===== src/rtl/alu_pkg.sv =====
// Shared definitions for the ALU arbitration controller: opcodes, legal range,
// FSM encoding and flag bit positions.
package alu_pkg;

   localparam logic [3:0] OP_ADD = 4'b0010;
   localparam logic [3:0] OP_SUB = 4'b0011;
   localparam logic [3:0] OP_AND = 4'b0100;
   localparam logic [3:0] OP_OR  = 4'b0101;
   localparam logic [3:0] OP_XOR = 4'b0110;
   localparam logic [3:0] OP_NOT = 4'b0111;

   localparam logic [3:0] OP_MIN = OP_ADD;
   localparam logic [3:0] OP_MAX = OP_NOT;

   localparam int FLAG_CF = 3;
   localparam int FLAG_OF = 2;
   localparam int FLAG_SF = 1;
   localparam int FLAG_ZF = 0;

   typedef enum logic [1:0] {
      ST_IDLE    = 2'd0,
      ST_ISSUE   = 2'd1,
      ST_CAPTURE = 2'd2,
      ST_RESP    = 2'd3
   } state_e;

   function automatic logic op_is_legal(input logic [3:0] op);
      return (op >= OP_MIN) && (op <= OP_MAX);
   endfunction

endpackage


===== src/rtl/rr_arbiter2.sv =====
// Two-way round-robin arbiter; the pointer moves past the winner only when
// the caller signals that the grant was actually taken.
module rr_arbiter2 (
   input  logic       clk,
   input  logic       rst,
   input  logic [1:0] req,
   input  logic       update,
   output logic [1:0] gnt,
   output logic       gnt_id
);

   logic ptr_q;
   logic ptr_d;

   // Priority starts at the pointer; fall back to the other requester.
   always_comb begin
      gnt_id = ptr_q;
      gnt    = 2'b00;
      if (req[ptr_q]) begin
         gnt_id = ptr_q;
      end else if (req[~ptr_q]) begin
         gnt_id = ~ptr_q;
      end else begin
         gnt_id = ptr_q;
      end
      if (req != 2'b00) begin
         gnt = 2'b01 << gnt_id;
      end else begin
         gnt = 2'b00;
      end
      if (update) begin
         ptr_d = ~gnt_id;
      end else begin
         ptr_d = ptr_q;
      end
   end

   // Pointer register.
   always_ff @(posedge clk) begin
      if (rst) begin
         ptr_q <= 1'b0;
      end else begin
         ptr_q <= ptr_d;
      end
   end

endmodule


===== src/rtl/alu_arbiter_ctrl.sv =====
// Shares one registered ALU between two valid/ready requesters, one
// transaction at a time, capturing result and flags into local registers.
module alu_arbiter_ctrl
   import alu_pkg::*;
#(
   parameter int WIDTH = 8,
   parameter int CNT_W = 16
) (
   input  logic             clk,
   input  logic             rst,
   input  logic [1:0]       req_valid,
   output logic [1:0]       req_ready,
   input  logic [3:0]       req0_op,
   input  logic [3:0]       req1_op,
   input  logic [WIDTH-1:0] req0_a,
   input  logic [WIDTH-1:0] req0_b,
   input  logic [WIDTH-1:0] req1_a,
   input  logic [WIDTH-1:0] req1_b,
   output logic [1:0]       resp_valid,
   input  logic [1:0]       resp_ready,
   output logic [WIDTH-1:0] resp_data,
   output logic [3:0]       resp_flags,
   output logic             resp_err,
   output logic [3:0]       alu_opcode,
   output logic [WIDTH-1:0] alu_a,
   output logic [WIDTH-1:0] alu_b,
   output logic             alu_en,
   output logic             alu_oe,
   input  logic [WIDTH-1:0] alu_out,
   input  logic             alu_cf,
   input  logic             alu_of,
   input  logic             alu_sf,
   input  logic             alu_zf,
   output logic             busy,
   output logic [CNT_W-1:0] op_count
);

   state_e           state_q, state_d;
   logic             id_q, id_d;
   logic             err_q, err_d;
   logic [WIDTH-1:0] data_q, data_d;
   logic [3:0]       flags_q, flags_d;
   logic [1:0]       resp_valid_q, resp_valid_d;
   logic [3:0]       alu_opcode_q, alu_opcode_d;
   logic [WIDTH-1:0] alu_a_q, alu_a_d;
   logic [WIDTH-1:0] alu_b_q, alu_b_d;
   logic             alu_en_q, alu_en_d;
   logic             alu_oe_q, alu_oe_d;
   logic [CNT_W-1:0] op_count_q, op_count_d;

   logic [1:0]       arb_req_s;
   logic [1:0]       arb_gnt_s;
   logic             gnt_id_s;
   logic             req_hs_s;
   logic [3:0]       sel_op_s;
   logic [WIDTH-1:0] sel_a_s;
   logic [WIDTH-1:0] sel_b_s;

   // Requests are only offered to the arbiter while idle and out of reset.
   assign arb_req_s = ((state_q == ST_IDLE) && !rst) ? req_valid : 2'b00;
   assign req_hs_s  = |(req_valid & arb_gnt_s);
   assign sel_op_s  = gnt_id_s ? req1_op : req0_op;
   assign sel_a_s   = gnt_id_s ? req1_a  : req0_a;
   assign sel_b_s   = gnt_id_s ? req1_b  : req0_b;

   rr_arbiter2 u_arb (
      .clk    (clk),
      .rst    (rst),
      .req    (arb_req_s),
      .update (req_hs_s),
      .gnt    (arb_gnt_s),
      .gnt_id (gnt_id_s)
   );

   // Next-state and next-output logic for the transaction sequencer.
   always_comb begin
      state_d      = state_q;
      id_d         = id_q;
      err_d        = err_q;
      data_d       = data_q;
      flags_d      = flags_q;
      resp_valid_d = resp_valid_q;
      alu_opcode_d = alu_opcode_q;
      alu_a_d      = alu_a_q;
      alu_b_d      = alu_b_q;
      alu_en_d     = 1'b0;
      alu_oe_d     = 1'b0;
      op_count_d   = op_count_q;
      case (state_q)
         ST_IDLE: begin
            if (req_hs_s) begin
               id_d = gnt_id_s;
               if (op_is_legal(sel_op_s)) begin
                  alu_opcode_d = sel_op_s;
                  alu_a_d      = sel_a_s;
                  alu_b_d      = sel_b_s;
                  alu_en_d     = 1'b1;
                  state_d      = ST_ISSUE;
               end else begin
                  // Rejected opcodes never reach the ALU pins.
                  err_d        = 1'b1;
                  data_d       = {WIDTH{1'b0}};
                  flags_d      = 4'b0000;
                  resp_valid_d = 2'b01 << gnt_id_s;
                  state_d      = ST_RESP;
               end
            end else begin
               state_d = ST_IDLE;
            end
         end
         ST_ISSUE: begin
            alu_oe_d = 1'b1;
            state_d  = ST_CAPTURE;
         end
         ST_CAPTURE: begin
            data_d           = alu_out;
            flags_d[FLAG_CF] = alu_cf;
            flags_d[FLAG_OF] = alu_of;
            flags_d[FLAG_SF] = alu_sf;
            flags_d[FLAG_ZF] = alu_zf;
            err_d            = 1'b0;
            resp_valid_d     = 2'b01 << id_q;
            state_d          = ST_RESP;
         end
         ST_RESP: begin
            if (resp_ready[id_q]) begin
               resp_valid_d = 2'b00;
               state_d      = ST_IDLE;
               if (!err_q && (op_count_q != {CNT_W{1'b1}})) begin
                  op_count_d = op_count_q + {{(CNT_W-1){1'b0}}, 1'b1};
               end else begin
                  op_count_d = op_count_q;
               end
            end else begin
               state_d = ST_RESP;
            end
         end
         default: begin
            resp_valid_d = 2'b00;
            state_d      = ST_IDLE;
         end
      endcase
   end

   // Sequencer state and registered outputs.
   always_ff @(posedge clk) begin
      if (rst) begin
         state_q      <= ST_IDLE;
         id_q         <= 1'b0;
         err_q        <= 1'b0;
         data_q       <= {WIDTH{1'b0}};
         flags_q      <= 4'b0000;
         resp_valid_q <= 2'b00;
         alu_opcode_q <= 4'b0000;
         alu_a_q      <= {WIDTH{1'b0}};
         alu_b_q      <= {WIDTH{1'b0}};
         alu_en_q     <= 1'b0;
         alu_oe_q     <= 1'b0;
         op_count_q   <= {CNT_W{1'b0}};
      end else begin
         state_q      <= state_d;
         id_q         <= id_d;
         err_q        <= err_d;
         data_q       <= data_d;
         flags_q      <= flags_d;
         resp_valid_q <= resp_valid_d;
         alu_opcode_q <= alu_opcode_d;
         alu_a_q      <= alu_a_d;
         alu_b_q      <= alu_b_d;
         alu_en_q     <= alu_en_d;
         alu_oe_q     <= alu_oe_d;
         op_count_q   <= op_count_d;
      end
   end

   assign req_ready  = arb_gnt_s;
   assign resp_valid = resp_valid_q;
   assign resp_data  = data_q;
   assign resp_flags = flags_q;
   assign resp_err   = err_q;
   assign alu_opcode = alu_opcode_q;
   assign alu_a      = alu_a_q;
   assign alu_b      = alu_b_q;
   assign alu_en     = alu_en_q;
   assign alu_oe     = alu_oe_q;
   assign busy       = (state_q != ST_IDLE);
   assign op_count   = op_count_q;

endmodule


===== config.mk =====
export PLATFORM = sky130hd
export DESIGN_NAME = alu_arbiter_ctrl
export DESIGN_NICKNAME = d
export VERILOG_FILES = /design/src/rtl/alu_pkg.sv /design/src/rtl/rr_arbiter2.sv /design/src/rtl/alu_arbiter_ctrl.sv
export SDC_FILE = /design/constraint.sdc
export NUM_CORES = 1
export LEC_CHECK = 0
export CORE_MARGIN = 2
export CORE_UTILIZATION = 40
export DETAILED_ROUTE_END_ITERATION = 7
export PLACE_DENSITY = 0.79
export SKIP_CTS_REPAIR_TIMING = 1
export SYNTH_ARGS = -nofsm -noshare
export SYNTH_HDL_FRONTEND = slang
export SYNTH_SLANG_ARGS = --single-unit

===== constraint.sdc =====
create_clock -name clk -period 2.8 [get_ports clk]
set_input_delay 0.56 -clock clk [delete_from_list [all_inputs] [get_ports clk]]
set_output_delay 0.56 -clock clk [all_outputs]
set_load 0.01 [all_outputs]

Word-level counts from Yosys, hierarchy flattened
Cells that the tools add are included.
{"block": "classes", "addsub": 1, "multipliers": 0, "div": 0, "order_cmp": 5, "eq_ne": 7, "n_shift": 2, "muxes": 32, "bitwise": 5, "n_reduce_logical": 17}
{"operator": "two-way mux 8 bit", "n": 4}
{"operator": "adder 16 x 1 -> 16 bit (second input constant)", "n": 1}
{"operator": "two-way mux 2 bit", "n": 8}
{"operator": "!= test 16 bit (second input constant)", "n": 1}
{"operator": "one-hot mux 8 bit (2 select lines)", "n": 1}
{"operator": "two-way mux 1 bit", "n": 12}
{"operator": "two-way mux 4 bit", "n": 3}
{"operator": "AND reduction 3 bit", "n": 3}
{"operator": "one-hot mux 2 bit (4 select lines)", "n": 1}
{"operator": "one-hot mux 4 bit (2 select lines)", "n": 1}
{"operator": "less-than comparator 1 x 2 -> 1 bit (second input constant)", "n": 3}
{"operator": "!= test 2 bit (second input constant)", "n": 3}
{"operator": "one-hot mux 2 bit (3 select lines)", "n": 1}
{"operator": "nonzero test 2 bit", "n": 3}
{"operator": "== test 2 bit (second input constant)", "n": 2}
{"operator": "greater-or-equal comparator 4 x 2 -> 1 bit (second input constant)", "n": 1}
{"operator": "less-or-equal comparator 4 x 3 -> 1 bit (second input constant)", "n": 1}
{"operator": "inverter 1 bit", "n": 4}
{"operator": "AND reduction 4 bit", "n": 1}
{"operator": "<< shifter 1 x 1 -> 2 bit (first input constant)", "n": 2}
{"operator": "logical AND 1 bit", "n": 3}
{"operator": "nonzero test 3 bit", "n": 1}
{"operator": "OR reduction 3 bit", "n": 1}
{"operator": "bitwise AND 2 bit", "n": 1}
{"operator": "6 further kinds", "n": 7}
{"block": "word_totals", "ff_bits": 57, "latchBits": 0, "ramBits": 0, "mem_bits_ro": 0, "in_bits": 58, "out_inout_bits": 56, "word_cells": 82, "memories": 0}

Depth between registers and ports, before layout
{"block": "logic_depth", "depth_word": 13, "ltp_mapped": 8, "depth_no_buf": 6}

Modules after synthesis
A second synthesis with hierarchy kept.
{"block": "hier_totals", "hier_cells": 304, "area_unflattened_um2": 2766.4}
{"module": "alu_arbiter_ctrl", "n_inst": 1, "cells_each": 294, "area_per_inst_um2": 2696.3, "seq_area_each_um2": 1121.1}
{"module": "rr_arbiter2", "n_inst": 1, "cells_each": 10, "area_per_inst_um2": 70.1, "seq_area_each_um2": 20.0}

Worst setup path after synthesis
No wires, ideal clock.
{"block": "synth_path", "path_type": "input to output", "startpoint": "input rst", "endpoint": "output req_ready[0]", "arrival_ns": 1.667, "t_required_ns": 2.240, "slack_ns": 0.573, "path_stages": 5, "path_buffers": 0, "path_cell_list": "or4b_1 a21oi_1 nor3b_1 nand2b_1 nor2_1"}
{"block": "synth_via", "elab_chain_cells": 9, "elab_cells_between_ends": 12, "cone_classes": "1 x shift; 8 x mux; 3 x reduce/logical"}
{"element": "start, declared", "line_no": "alu_arbiter_ctrl.sv:10", "source": "input logic rst,"}
{"element": "logical NOT 1 bit *", "line_no": "alu_arbiter_ctrl.sv:60", "source": "assign arb_req_s = ((state_q == ST_IDLE) && !rst) ? req_valid : 2'b00;"}
{"element": "logical AND 1 bit *", "line_no": "alu_arbiter_ctrl.sv:60"}
{"element": "two-way mux 2 bit *", "line_no": "alu_arbiter_ctrl.sv:60"}
{"element": "two-way mux 1 bit (not written as such) (2 in series)", "line_no": "rr_arbiter2.sv:21", "source": "end else if (req[~ptr_q]) begin"}
{"element": "two-way mux 1 bit", "line_no": "rr_arbiter2.sv:21"}
{"element": "two-way mux 1 bit", "line_no": "rr_arbiter2.sv:19", "source": "if (req[ptr_q]) begin"}
{"element": "<< shifter 1 x 1 -> 2 bit", "line_no": "rr_arbiter2.sv:27", "source": "gnt = 2'b01 << gnt_id;"}
{"element": "two-way mux 2 bit *", "line_no": "rr_arbiter2.sv:26", "source": "if (req != 2'b00) begin"}
{"element": "end, declared", "line_no": "alu_arbiter_ctrl.sv:12", "source": "output logic [1:0] req_ready,"}
Every way passes the cells marked *; elsewhere a longest branch is shown, timed or not. The select of a mux whose other input is x is not followed.

Final worst setup path
{"block": "layout_path", "startpoint": "register state_q[1]", "endpoint": "output req_ready[1]"}
{"block": "layout_via", "elab_chain_cells": 9, "elab_cells_between_ends": 12, "cone_classes": "1 x shift; 8 x mux; 3 x reduce/logical"}
{"element": "start, declared", "line_no": "alu_arbiter_ctrl.sv:38", "source": "state_e state_q, state_d;"}
{"element": "start signal, assigned", "line_no": "alu_arbiter_ctrl.sv:161", "source": "state_q <= state_d;"}
{"element": "logical NOT 2 bit *", "line_no": "alu_arbiter_ctrl.sv:60"}
{"element": "logical AND 1 bit *", "line_no": "alu_arbiter_ctrl.sv:60"}
{"element": "two-way mux 2 bit *", "line_no": "alu_arbiter_ctrl.sv:60"}
{"element": "two-way mux 1 bit (not written as such) (2 in series)", "line_no": "rr_arbiter2.sv:21"}
{"element": "two-way mux 1 bit", "line_no": "rr_arbiter2.sv:21"}
{"element": "two-way mux 1 bit", "line_no": "rr_arbiter2.sv:19"}
{"element": "<< shifter 1 x 1 -> 2 bit", "line_no": "rr_arbiter2.sv:27"}
{"element": "two-way mux 2 bit *", "line_no": "rr_arbiter2.sv:26"}
Marked as above.

==> impl_metrics.env <==
export IMPL_die_h_um=90.2
export IMPL_cp_arrival_ns=1.97
export IMPL_whs_ns=0.475
export IMPL_clock_path_buffers=2
export IMPL_clk_latency_ns=0.34
export IMPL_drt_wl_total_mm=8.41
export IMPL_synth_seq_area_share_pct=38.4
export IMPL_final_core_util_pct=62.4
export IMPL_drc_errors=0
export IMPL_critPathMaxStageDelay_ns=0.56
export IMPL_antenna_found_initial=0
export IMPL_critPathKind="register to primary output"
export IMPL_r2r_end="op_count[15]"
export IMPL_layout_common_cells="clkdlybuf4s50_1, dfxtp_1, nor2_1, and3_1, mux2i_1"
export IMPL_synth_cells=339
export IMPL_area_delta_synth_final_pct=51.5
export IMPL_overflow=0
export IMPL_io_buffers=113
export IMPL_die_area_um2=8130
export IMPL_switching_share_pct=27.0
export IMPL_startpoint="state_q[1]"
export IMPL_yosysUniqueCellTypes=45
export IMPL_ys_flop_type="dfxtp_1"
export IMPL_vias_per_cell=5.23
export IMPL_start_util_pct=41.2
export IMPL_crit_end="req_ready[1]"
export IMPL_post_drt_wl_per_cell_um=15.0
export IMPL_fin_nets=517
export IMPL_synth_top_area_share_pct=38.4
export IMPL_async_reset_ff_share_pct=0
export IMPL_post_dp_hpwl_mm=5.83
export IMPL_p_clk_share_pct=36.3
export IMPL_gp_congestion=0.822
export IMPL_cts_sinks=57
export IMPL_fill_cells=651
export IMPL_status="complete, no violations"
export IMPL_synth_edf_count=0
export IMPL_hold_viol_final=0
export IMPL_grtUsageMet3_pct=5.78
export IMPL_busiest_layer="met2"
export IMPL_finalClockSkew_ns=0.00768
export IMPL_multi_input_area_um2=1710
export IMPL_hp_class="register to register"
export IMPL_seqPwrFrac_pct=39.8
export IMPL_fmax_ghz=0.395
export IMPL_slew_limit_headroom_pct=46.6
export IMPL_power_frac_comb_pct=24.0
export IMPL_max_slew_worst_pin_slew_ns=0.799
export IMPL_root_buffer="clkbuf_8"
export IMPL_gr_usage_met2_pct=33.6
export IMPL_netlist_top_cells_area="dfxtp_1, mux2i_1, o21bai_1"
export IMPL_finalSetupViolations=0
export IMPL_cp_data_required_time_ns=2.24
export IMPL_synth_area_um2=2970
export IMPL_grt_pass1_wl_mm=14.0
export IMPL_io_pins=114
export IMPL_yosys_area_top_type="dfxtp_1"
export IMPL_syn_nets=398
export IMPL_grt_max_degree=40
export IMPL_grt_total_usage_pct=21.0
export IMPL_finalCriticalPeriod_ns=2.53
export IMPL_finalMaxSlewViolations=0
export IMPL_grt_pass1_vias=2824
export IMPL_layout_drive_gt1_share_pct=9.29
export IMPL_drt_first_pass_iters=4
export IMPL_cp_max_fo=3
export IMPL_core_area_um2=7210
export IMPL_cp_start_kind="register"
export IMPL_power_internal_uw=1660
export IMPL_p_switching_uw=613
export IMPL_register_area_um2=1140
export IMPL_synth_avg_cell_area_um2=8.77
export IMPL_powerDensity_nw_per_um2=505
export IMPL_rsz0062_at_grt="no"
export IMPL_layout_commonest_cell="clkdlybuf4s50_1"
export IMPL_ys_ff_latch=57
export IMPL_rrSetupSlack_ns=0.69
export IMPL_fin_crit_sh_pct=90.5
export IMPL_postRouteAntennaNets=0
export IMPL_cts_buffers=9
export IMPL_drt_iter0_markers=82
export IMPL_leakagePower_uw=0.00191
export IMPL_use_met1_pct=27.6
export IMPL_rr_startpoint="state_q[1]"
export IMPL_htree_levels=3
export IMPL_vias=2940
export IMPL_critPathCaptureType="primary output"
export IMPL_die_w_um=90.2
export IMPL_cp_cell_sequence="or4b_4 > a21oi_2 > nor3b_1 > a31oi_1 > nor2_1 > dlymetal6s2s_1"
export IMPL_clk_pin_slew_ns=0.07
export IMPL_yosys_warnings=0
export IMPL_cpMaxStageDelayCell="or4b_4"
export IMPL_row_count=31
export IMPL_ir_drop_mv=0.300
export IMPL_maxCapViolCount=0
export IMPL_cts_tree="built"
export IMPL_r2r_cells=6
export IMPL_antenna_cells=0
-- registers in the layout (all words and copies together) (netlist names), 2 cells and up --
signal / flops
alu_opcode: 4
op_count: 16
state_q: 2
resp_valid: 2
alu_a: 8
resp_flags: 4
resp_data: 8
alu_b: 8
-- area by class of cell --
type	instances	share of cell area, %
tap	99	2.75
clock inverter	3	1.45
multi-input combinational	251	38.0
clock buffer	13	3.09
inverter	5	0.417
sequential	57	25.4
timing repair buffer	134	29.0
-- cell usage after synthesis, drive strengths merged, types with 5 or more instances --
cell type  count
inv            5
nand2b        20
clkbuf        21
nor4           5
a21boi        20
nand2         19
nor2          29
o211ai        15
and3          22
buf            5
a22oi         12
xor2           5
nor3           5
nand4          5
o21bai        20
xnor2          9
mux2i         21
o21ai          6
dfxtp         57
-- through the flow --
step | power (µW) | setup slack [ns] | instances | TNS, ns | area, µm²
floorplan | 1190 | 0.573 | 339 | 0 | 2970
global placement | 1440 | -0.429 | 545 | -0.759 | 4270
detailed placement | 1450 | -0.438 | 545 | -0.856 | 4270
CTS | 2290 | -0.477 | 561 | -0.924 | 4470
global route | 2390 | 0.173 | 562 | 0 | 4500
finish | 2270 | 0.266 | 562 | 0 | 4500
-- routing by layer --
metal | vias up | wire (µm) | share of wire (%)
li1 | 1459 | - | -
met1 | 1384 | 3840 | 46
met4 | 0 | 102 | 1.2
met3 | 10 | 533 | 6.3
met2 | 87 | 3930 | 47
met5 | - | 0 | 0
-- worst min path at each step --
stage / from / to / slack [ns] / cells after the start
2_1_floorplan: u_arb.ptr_q / u_arb.ptr_q / 0.49 / 2
3_3_place_gp: alu_b[2] / alu_b[2] / 0.46 / 2
3_5_place_dp: alu_opcode[3] / alu_opcode[3] / 0.47 / 1
4_1_cts: alu_opcode[3] / alu_opcode[3] / 0.48 / 1
5_1_grt: alu_opcode[3] / alu_opcode[3] / 0.50 / 1
6_report: alu_opcode[3] / alu_opcode[3] / 0.47 / 1
-- power by group through the flow --
| stage | sequential [µW] | clock [µW] | combinational (µW) |
|---|---|---|---|
| 2_1_floorplan | 933 | 0 | 255 |
| 3_3_place_gp | 916 | 0 | 527 |
| 3_5_place_dp | 918 | 0 | 536 |
| 4_1_cts | 901 | 844 | 542 |
| 5_1_grt | 909 | 882 | 596 |
| 6_report | 903 | 824 | 544 |
-- logic make-up after synthesis --
| logic type | Yosys count | share of synthesized area (%) |
|---|---|---|
| muxes | 22 | 7.45 |
| xor gates and xnor gates | 14 | 4.13 |
| adders and majority gates | 1 | 0.421 |
| buffers and inverters | 31 | 4.55 |
| and+or+nand+nor | 123 | 22.0 |
| DFF | 57 | 38.4 |
| AOI/OAI and AO/OA | 91 | 23.0 |
-- critical path: cells and delay by family (launching register included) --
family	cells	cell delay [ns]
AND/OR/NAND/NOR	3	0.73
AO/OA/AOI/OAI	2	0.40
flip-flops	1	0.34
buffers and inverters	1	0.17
(Power assumes the default switching activity.)
